==> src/rtl/seg7_capture_if.sv <==
// Bundles the tapped display bus and the frame handshake of seg7_capture.
// The master side drives the display lines and the ack; the slave side is the capture block.
interface seg7_capture_if #(
  parameter int NDIG = 4
);
  logic [6:0]        seg;
  logic [NDIG-1:0]   an;
  logic [4*NDIG-1:0] frame_digits;
  logic              frame_valid;
  logic              frame_ack;
  logic [NDIG-1:0]   pos_mask;
  logic              bad_pattern;
  logic              overrun;

  modport master (
    output seg, an, frame_ack,
    input  frame_digits, frame_valid, pos_mask, bad_pattern, overrun
  );

  modport slave (
    input  seg, an, frame_ack,
    output frame_digits, frame_valid, pos_mask, bad_pattern, overrun
  );
endinterface

==> src/rtl/seg7_capture.sv <==
// Recovers digit codes from a multiplexed active-low 7-segment bus, debounces
// the digit switching and hands complete frames to a consumer via valid/ack.
module seg7_capture #(
  parameter int NDIG   = 4,
  parameter int STABLE = 4
) (
  input  logic         clk,
  input  logic         reset,
  seg7_capture_if.slave bus
);
  // One bit wider than the nominal 8 so STABLE=255 can still saturate at 256.
  localparam int              CW         = 9;
  localparam logic [CW-1:0]   CNT_STABLE = CW'(STABLE);
  localparam logic [CW-1:0]   CNT_SAT    = CW'(STABLE + 1);

  logic [6:0]            seg_q;
  logic [NDIG-1:0]       an_q;
  logic [CW-1:0]         cnt_q, cnt_d;
  logic [NDIG-1:0][3:0]  work_q, work_d;
  logic [NDIG-1:0]       mask_q, mask_d;
  logic [4*NDIG-1:0]     frame_q, frame_d;
  logic                  valid_q, valid_d;
  logic                  bad_q, bad_d;
  logic                  ovr_q, ovr_d;

  logic                  accept;
  logic                  complete;
  logic [NDIG-1:0]       sel;
  logic [3:0]            code;

  function automatic logic [3:0] decode(input logic [6:0] s);
    case (s)
      7'b1000000: return 4'd0;
      7'b1111001: return 4'd1;
      7'b0100100: return 4'd2;
      7'b0110000: return 4'd3;
      7'b0011001: return 4'd4;
      7'b0010010: return 4'd5;
      7'b0000010: return 4'd6;
      7'b1111000: return 4'd7;
      7'b0000000: return 4'd8;
      7'b0010000: return 4'd9;
      7'b1111111: return 4'd10;
      7'b0111111: return 4'd11;
      default:    return 4'hF;
    endcase
  endfunction

  // A stable run hits CNT_STABLE exactly once, so each run accepts at most once.
  assign sel    = ~an_q;
  assign accept = (cnt_q == CNT_STABLE) && $onehot(sel);
  assign code   = decode(seg_q);

  always_comb begin
    // NOTE: every variable gets a default before any branch, so no latch is inferred.
    cnt_d    = cnt_q;
    work_d   = work_q;
    mask_d   = mask_q;
    frame_d  = frame_q;
    valid_d  = valid_q;
    bad_d    = 1'b0;
    ovr_d    = 1'b0;
    complete = 1'b0;

    if ({bus.an, bus.seg} == {an_q, seg_q}) begin
      if (cnt_q < CNT_SAT) cnt_d = cnt_q + CW'(1);
    end else begin
      cnt_d = CW'(1);
    end

    if (accept) begin
      for (int i = 0; i < NDIG; i++) begin
        if (sel[i]) work_d[i] = code;
      end
      mask_d = mask_q | sel;
      bad_d  = (code == 4'hF);
      if (&mask_d) begin
        complete = 1'b1;
        mask_d   = '0;
        if (!valid_q || bus.frame_ack) begin
          frame_d = work_d;
          valid_d = 1'b1;
        end else begin
          ovr_d = 1'b1;
        end
      end
    end

    // A completion in the same cycle as the ack replaces the frame instead of dropping valid.
    if (!complete && valid_q && bus.frame_ack) valid_d = 1'b0;
  end

  // NOTE: state registers use non-blocking assignments so all of them update together on the edge.
  always_ff @(posedge clk) begin
    if (reset) begin
      seg_q   <= 7'h7F;
      an_q    <= '1;
      cnt_q   <= '0;
      work_q  <= '0;
      mask_q  <= '0;
      frame_q <= '0;
      valid_q <= 1'b0;
      bad_q   <= 1'b0;
      ovr_q   <= 1'b0;
    end else begin
      seg_q   <= bus.seg;
      an_q    <= bus.an;
      cnt_q   <= cnt_d;
      work_q  <= work_d;
      mask_q  <= mask_d;
      frame_q <= frame_d;
      valid_q <= valid_d;
      bad_q   <= bad_d;
      ovr_q   <= ovr_d;
    end
  end

  assign bus.frame_digits = frame_q;
  assign bus.frame_valid  = valid_q;
  assign bus.pos_mask     = mask_q;
  assign bus.bad_pattern  = bad_q;
  assign bus.overrun      = ovr_q;
endmodule

==> src/flat_wrapper.sv <==
// flat-port wrapper written by rule: the top's interface ports become plain ports
module seg7_capture_flat 
#(
  parameter int NDIG   = 4,
  parameter int STABLE = 4
)
  (clk, reset, bus_seg, bus_an, bus_frame_ack, bus_frame_digits, bus_frame_valid, bus_pos_mask, bus_bad_pattern, bus_overrun);
  seg7_capture_if #(.NDIG(NDIG)) bus_i ();
  input  logic clk;
  input  logic reset;
  input wire logic [$bits(bus_i.seg)-1:0] bus_seg;
  input wire logic [$bits(bus_i.an)-1:0] bus_an;
  input wire logic [$bits(bus_i.frame_ack)-1:0] bus_frame_ack;
  output wire logic [$bits(bus_i.frame_digits)-1:0] bus_frame_digits;
  output wire logic [$bits(bus_i.frame_valid)-1:0] bus_frame_valid;
  output wire logic [$bits(bus_i.pos_mask)-1:0] bus_pos_mask;
  output wire logic [$bits(bus_i.bad_pattern)-1:0] bus_bad_pattern;
  output wire logic [$bits(bus_i.overrun)-1:0] bus_overrun;
  assign bus_i.seg = bus_seg;
  assign bus_i.an = bus_an;
  assign bus_i.frame_ack = bus_frame_ack;
  assign bus_frame_digits = bus_i.frame_digits;
  assign bus_frame_valid = bus_i.frame_valid;
  assign bus_pos_mask = bus_i.pos_mask;
  assign bus_bad_pattern = bus_i.bad_pattern;
  assign bus_overrun = bus_i.overrun;
  seg7_capture #(.NDIG(NDIG), .STABLE(STABLE)) u_core (.clk(clk), .reset(reset), .bus(bus_i));
endmodule
==> config.mk <==
export PLATFORM = sky130hd
export DESIGN_NAME = seg7_capture_flat
export DESIGN_NICKNAME = d
export VERILOG_FILES = /design/src/rtl/seg7_capture_if.sv /design/src/rtl/seg7_capture.sv /design/src/flat_wrapper.sv
export SDC_FILE = /design/constraint.sdc
export NUM_CORES = 1
export LEC_CHECK = 0
export CORE_UTILIZATION = 45
export CTS_CLUSTER_SIZE = 28
export DETAILED_ROUTE_END_ITERATION = 16
export PLACE_DENSITY_LB_ADDON = 0.15
export SLEW_MARGIN = 20
export SYNTH_ARGS = -nofsm -noshare
export SYNTH_HDL_FRONTEND = slang
export SYNTH_SLANG_ARGS = --single-unit
==> constraint.sdc <==
create_clock -name clk -period 4.8 [get_ports clk]
set_input_delay 0.72 -clock clk [delete_from_list [all_inputs] [get_ports clk]]
set_output_delay 0.72 -clock clk [all_outputs]
set_load 0.01 [all_outputs]
==> results.md, run 1 <==
- Initial drt markers: 86
- TritonCTS clock tree: built
- Vias: 2186
- CP most frequent cell: ha_1
- Register area share after synthesis: 0.428
- Reg-to-reg endpoint: u_core.bus.frame_digits[4]$_SDFFE_PP0P_
- Setup_tns: 0 ps
- Static leakage: 0.00116 uW
- Ant diodes: 0
- Post-route design area: 0.00334 mm2
- Max frequency: 277 MHz
- EDFF count, synth: 0
- Ratio of cells with drive above 1 in the final layout: 0.122
- Synth warn: 0
- Sequential Area: 0.00118 mm2
- Setup Skew: 4.36 ps
- Clock Latency Late Sink: 320 ps
- Crit-path cells: clkinv_1 > ha_1 > ha_1 > fa_1 > and4bb_2 > nand4_4 > or4_1 > o41ai_2
- Worst slew pin tran: 957 ps
- Pwr dens: 312 mW/mm2
- Area grow syn2layout: 21.0%
- Root Driver: clkbuf_8
- Power share of the clock group: 0.442
- Switching power: 228 uW
- Max incr delay on CP: 720 ps
- Port Buffers: 36
- Final Power: 1040 uW
- Fin util: 0.564
- Cell count after synthesis: 294
- Syn Area/Cell: 9.38 um2
- Via density: 5.44
- R2R Path Start: u_core.an_q[3]$_SDFF_PP1_
- Final hold violations: 0
- Detail Route Antenna Nets: 0
- RSZ-0062 raised after global routing: false
- Dpl hpwl: 4230 um
- Reg2reg path depth: 8
- Slew headroom: 0.356
- Gate power share: 0.067
- Initial Util: 0.466
- Switching share of total power: 0.219
- GR Overflow Total: 0
- Worst Hold End: u_core.cnt_q[7]$_SDFFE_PP0N_
- First-pass GRT wire length: 10200 um
- Clk slew on worst S/H paths: 60 ps
- Outcome: finished clean
- Setup repair bufs after CTS: 0
- Most area-consuming cells after synthesis: dfxtp_1 (43%), a211oi_1 (5.4%), nor2_1 (4.5%)
- CP max FO: 17
- Crit path capture type: flip-flop
- WHS Path Cells: 1
- Largest net degree at the start of global routing: 55
- VDD IR max: 185 uV
- Max-Cap Viols: 0
- Post-CTS sizing: 0
- Worst setup SP type: flip-flop
- Drt drc: 0
- Gr usage total: 0.209
- Nets: 342
- Initial antenna violation count: 0
- Synth top area share: 0.428
- Crit Path Class: reg -> reg
- Final setup viols: 0
- Crit path time final: 3600 ps
- Die height: 80.3 um
- Dpl cell area: 0.00313 mm2
- RePlAce Congestion: 0.812
- Die Wd: 80.3 um
- Synth cell count leaders: dfxtp_1 (59), nor2_1 (33), a211oi_1 (20)
- Core area: 0.00592 mm2
- FILL cells: 546
- Synth async-reset ratio: 0
- Clock sinks: 59
- Cell Int Power: 812 uW
- Crit path DAT: 3830 ps
- Routed Wire Length: 6000 um
- Netlist Area Pre-Place: 0.00276 mm2
- Worst-case clock buffer depth: 2
- Most common cell in the netlist: dfxtp_1
- I/O pin cnt: 37
- Synth area leader: dfxtp_1
- Final worst-path cycle share: 0.751
- Cts bufs inserted: 9
- Hold path startpoint: u_core.cnt_q[7]$_SDFFE_PP0N_
- #FFs+latches synth: 59
- Unique cell type count in the Yosys netlist: 50
- Hold_buf cts: 0
- Drt pass-1 iters: 5
- Site Rows: 28
- CTS HTree Levels: 3
- Vias in the first global route: 2067
- Hold Slack: 466 ps
- Required @ worst endpoint: 5030 ps
- Ys flop type: dfxtp_1
- Seq pwr share: 0.491
- Die area: 0.00644 mm2
- Wire per inst: 14.9 um
- Syn Nets: 314
- Slowest cell on crit path: or4_1
- R2r setup slk: 1200 ps
- Hold Crit Class: reg -> reg
- Final Max Slew Viols: 0
- Area of the multi-input gates: 0.00147 mm2
-- kinds of logic after synthesis --
| group | after synthesis | share of synthesized area |
|---|---|---|
| simple gates | 111 | 0.231 |
| compound gates | 70 | 0.195 |
| fa+ha+maj | 6 | 0.0299 |
| flops | 59 | 0.428 |
| xor+xnor | 14 | 0.0445 |
| mux | 8 | 0.0290 |
| buf+inv | 26 | 0.0417 |
-- per-stage QoR --
step	cells	worst slack, ps
after detailed placement	386	1250
after CTS	402	1210
after global routing	402	976
final	402	1200
after floorplan	294	1660
after global placement	386	1330
-- final cells by class --
cell class | count | area share
tap | 75 | 0.0281
timing repair buffer | 37 | 0.109
sequential | 59 | 0.354
multi-input combinational | 209 | 0.441
clock inverter | 1 | 0.00900
inverter | 6 | 0.00675
clock buffer | 15 | 0.0529
-- layout by cell type (no fill, tap or decap), drive strengths merged, types with 2 or more instances in the layout --
cell and instances:
a211oi 21, a21oi 16, and2 8, and4 2, buf 2, clkbuf 15, clkdlybuf4s50 35, dfxtp 59
ha 5, inv 5, mux2i 8, nand2 11, nand2b 10, nand3 5, nand3b 4, nand4 4
nor2 33, nor2b 5, nor3 6, nor3b 2, nor4 5, o211ai 5, o21a 4, o21ai 11
o41ai 4, or2 11, xnor2 13
-- sequential cells by signal, indices dropped and copies added (netlist names) --
name,count
u_core.bus.frame_digits,16
u_core.work_q,16
u_core.bus.bad_pattern,1
u_core.cnt_q,9
u_core.an_q,4
u_core.bus.overrun,1
u_core.bus.pos_mask,4
u_core.seg_q,7
u_core.bus.frame_valid,1
-- power by group through the flow --
stage / logic (uW) / clock network (uW) / registers, uW
after global routing: 77.6 / 496 / 511
after CTS: 70.5 / 470 / 510
after global placement: 69.5 / 0 / 520
after detailed placement: 70.1 / 0 / 520
after floorplan: 59.0 / 0 / 508
final: 70.2 / 460 / 510
-- worst max-delay path, delay by kind of cell, from the launching register on --
kind	cells	cell delay [ps]
flops	1	540
compound gates	1	360
fa+ha+maj	3	1010
buf+inv	1	290
simple gates	3	1290
-- worst max path at each step --
stage	end	slack [ps]	cells after the start	start
floorplan	u_core.bus.frame_digits[0]$_SDFFE_PP0P_	1660	10	u_core.an_q[3]$_SDFF_PP1_
global placement	u_core.bus.frame_digits[0]$_SDFFE_PP0P_	1330	8	u_core.an_q[3]$_SDFF_PP1_
detailed placement	u_core.bus.frame_digits[8]$_SDFFE_PP0P_	1250	8	u_core.an_q[3]$_SDFF_PP1_
CTS	u_core.bus.frame_digits[10]$_SDFFE_PP0P_	1210	10	u_core.an_q[3]$_SDFF_PP1_
global route	u_core.bus.frame_digits[14]$_SDFFE_PP0P_	980	10	u_core.an_q[3]$_SDFF_PP1_
finish	u_core.bus.frame_digits[4]$_SDFFE_PP0P_	1200	8	u_core.an_q[3]$_SDFF_PP1_
-- metal layers --
| layer | part of all wire | vias to the layer above | track usage |
|---|---|---|---|
| met4 | 0.016 | 0 | 0.0929 |
| met3 | 0.043 | 13 | 0.0386 |
| met1 | 0.49 | 1018 | 0.297 |
| met2 | 0.45 | 50 | 0.306 |
| met5 | 0 | - | 0 |
| li1 | - | 1105 | - |
Note: power is estimated with default switching activity, not from simulation.
==> inputs of run 2 (changes only) <==
- clock period: 4.8 -> 3.34 ns (I/O delays scaled with it)
==> results.md, run 2 (same netlist as run 1, synthesis figures left out) <==
- FILL cells: 533 (-2.4%)
- TritonCTS clock tree: built
- Reg-to-reg endpoint: u_core.bus.frame_digits[8]$_SDFFE_PP0P_
- Placed cells: 395 (+2.3%)
- Final setup viols: 0 (unchanged)
- Initial antenna violation count: 0 (unchanged)
- Reg2reg path depth: 8 (unchanged)
- Drt drc: 1 (+1)
- Site Rows: 28 (unchanged)
- Via density: 5.47 (+0.67%)
- Nets: 351 (+2.6%)
- Static leakage: 0.00120 uW (+2.9%)
- Final worst-path cycle share: 0.873 (+0.123)
- Port Buffers: 36 (unchanged)
- Setup repair bufs after CTS: 0 (unchanged)
- CP max FO: 8 (-9)
- Hold Crit Class: reg -> reg
- Die height: 80.3 um (unchanged)
- Worst-case clock buffer depth: 2 (unchanged)
- Routed Wire Length: 6060 um (+0.90%)
- Worst setup SP type: flip-flop
- I/O pin cnt: 37 (unchanged)
- Slew headroom: 0.502 (+0.145)
- Initial Util: 0.466 (unchanged)
- Vias: 2239 (+2.4%)
- Critical path startpoint: u_core.an_q[0]$_SDFF_PP1_
- CTS HTree Levels: 3 (unchanged)
- Crit path DAT: 3150 ps (-680 ps)
- Gate power share: 0.078 (+0.011)
- Crit path capture type: flip-flop
- R2r setup slk: 420 ps (-770 ps)
- Crit path time final: 2920 ps (-687 ps)
- Clock sinks: 59 (unchanged)
- Root Driver: clkbuf_8
- VDD IR max: 216 uV (+17%)
- Dpl hpwl: 4300 um (+1.5%)
- Final Max Slew Viols: 0 (unchanged)
- RSZ-0062 raised after global routing: false
- Core area: 0.00592 mm2 (unchanged)
- Setup_tns: 0 ps (unchanged)
- Ratio of cells with drive above 1 in the final layout: 0.147 (+0.0244)
- Failing checks: design-rule violations
- Drt pass-1 iters: 10 (+5)
- Vias in the first global route: 2145 (+3.8%)
- Switching share of total power: 0.228 (+0.00909)
- Slowest cell on crit path: or4_1
- CP most frequent cell: ha_1
- Worst slew pin tran: 747 ps (-209 ps)
- Final hold violations: 0 (unchanged)
- Leading cell type in the layout, fill and taps excluded: dfxtp_1
- Setup crit end: u_core.bus.frame_digits[8]$_SDFFE_PP0P_
- Setup Skew: 7.93 ps (+3.57 ps)
- Die area: 0.00644 mm2 (unchanged)
- Switching power: 331 uW (+45%)
- Clk slew on worst S/H paths: 60 ps (about the same)
- Crit-path cells: inv_1 > ha_1 > ha_1 > fa_1 > and4bb_2 > nand4_4 > or4_1 > o41ai_2
- Area of the multi-input gates: 0.00147 mm2 (unchanged)
- Ant diodes: 0 (unchanged)
- Max frequency: 343 MHz (+24%)
- Max-Cap Viols: 0 (unchanged)
- Gr usage total: 0.210 (+0.00114)
- First-pass GRT wire length: 10100 um (-0.40%)
- Power share of the clock group: 0.421 (-0.021)
- R2R Path Start: u_core.an_q[0]$_SDFF_PP1_
- Outcome: finished, violations left
- Sequential Area: 0.00118 mm2 (unchanged)
- Fin cells: 409 (+1.7%)
- Wire per inst: 14.8 um (-0.83%)
- Largest net degree at the start of global routing: 31 (-44%)
- Max incr delay on CP: 670 ps (-50 ps)
- Detail Route Antenna Nets: 0 (unchanged)
- Area grow syn2layout: 22.5%
- Cell Int Power: 1120 uW (+38%)
- Pwr dens: 429 mW/mm2 (+38%)
- Crit Path Class: reg -> reg
- Die Wd: 80.3 um (unchanged)
- Required @ worst endpoint: 3570 ps (-1460 ps)
- Clock Latency Late Sink: 320 ps (about the same)
- Cts bufs inserted: 9 (unchanged)
- Hold_buf cts: 0 (unchanged)
- Post-CTS sizing: 0 (unchanged)
- RePlAce Congestion: 0.813 (+0.16%)
- Initial drt markers: 115 (+34%)
- Commonest cells after routing, fill and taps aside: dfxtp_1 (59), clkdlybuf4s50_1 (35), nor2_1 (33)
- Seq pwr share: 0.501 (+0.010)
- GR Overflow Total: 0 (unchanged)
run 2: cell types whose count changed in the layout (fill, tap and decap cells not counted), sizes merged:
cell    delta
clkbuf     -4
buf        +9
clkinv     +2
run 2: power groups by stage:
stage,logic [uW],registers (uW),clock network (uW)
after global placement,112,742,0
final,113,727,611
after floorplan,84.8,730,0
after global routing,124,728,658
after CTS,114,727,629
after detailed placement,113,742,0
run 2: worst min path at each step:
stage,slack (ps),from,endpoint,cells past startpoint
global placement,440,u_core.cnt_q[7]$_SDFFE_PP0N_,u_core.cnt_q[7]$_SDFFE_PP0N_,1
floorplan,430,u_core.cnt_q[7]$_SDFFE_PP0N_,u_core.cnt_q[7]$_SDFFE_PP0N_,1
CTS,470,u_core.cnt_q[8]$_SDFFE_PP0N_,u_core.cnt_q[8]$_SDFFE_PP0N_,1
detailed placement,450,u_core.cnt_q[8]$_SDFFE_PP0N_,u_core.cnt_q[8]$_SDFFE_PP0N_,1
global route,480,u_core.cnt_q[8]$_SDFFE_PP0N_,u_core.cnt_q[8]$_SDFFE_PP0N_,1
finish,460,u_core.cnt_q[8]$_SDFFE_PP0N_,u_core.cnt_q[8]$_SDFFE_PP0N_,1
run 2: final cells by class:
cell class | count | area share
Multi-Input combinational cell | 209 | 0.435
Sequential cell | 59 | 0.349
Timing Repair Buffer | 46 | 0.127
Clock buffer | 11 | 0.0418
Tap cell | 75 | 0.0278
Clock inverter | 3 | 0.0118
Inverter | 6 | 0.00666
run 2: layer usage:
layer / track usage / vias up / part of all wire
met5: 0 / - / 0
met4: 0.125 / 0 / 0.024
met3: 0.0420 / 12 / 0.036
met2: 0.323 / 45 / 0.46
met1: 0.272 / 1058 / 0.48
li1: - / 1124 / -
run 2: critical path, delay by kind of cell (launching register included):
kind                       cells  cell delay (ps)
AOI/OAI and AO/OA              1              370
adders and majority gates      3              920
and+or+nand+nor                3             1100
DFF                            1              320
buffers and inverters          1              100
run 2: through the flow:
step | cell area, um2 | power (uW) | util | hold WS, ps | setup WS, ps
floorplan | 2760 | 815 | - | 431 | 203
global placement | 3200 | 854 | 0.540 | 444 | 511
detailed placement | 3200 | 855 | 0.540 | 447 | 453
CTS | 3380 | 1470 | 0.571 | 465 | 418
global route | 3380 | 1510 | 0.571 | 479 | 265
finish | 3380 | 1450 | 0.571 | 462 | 423
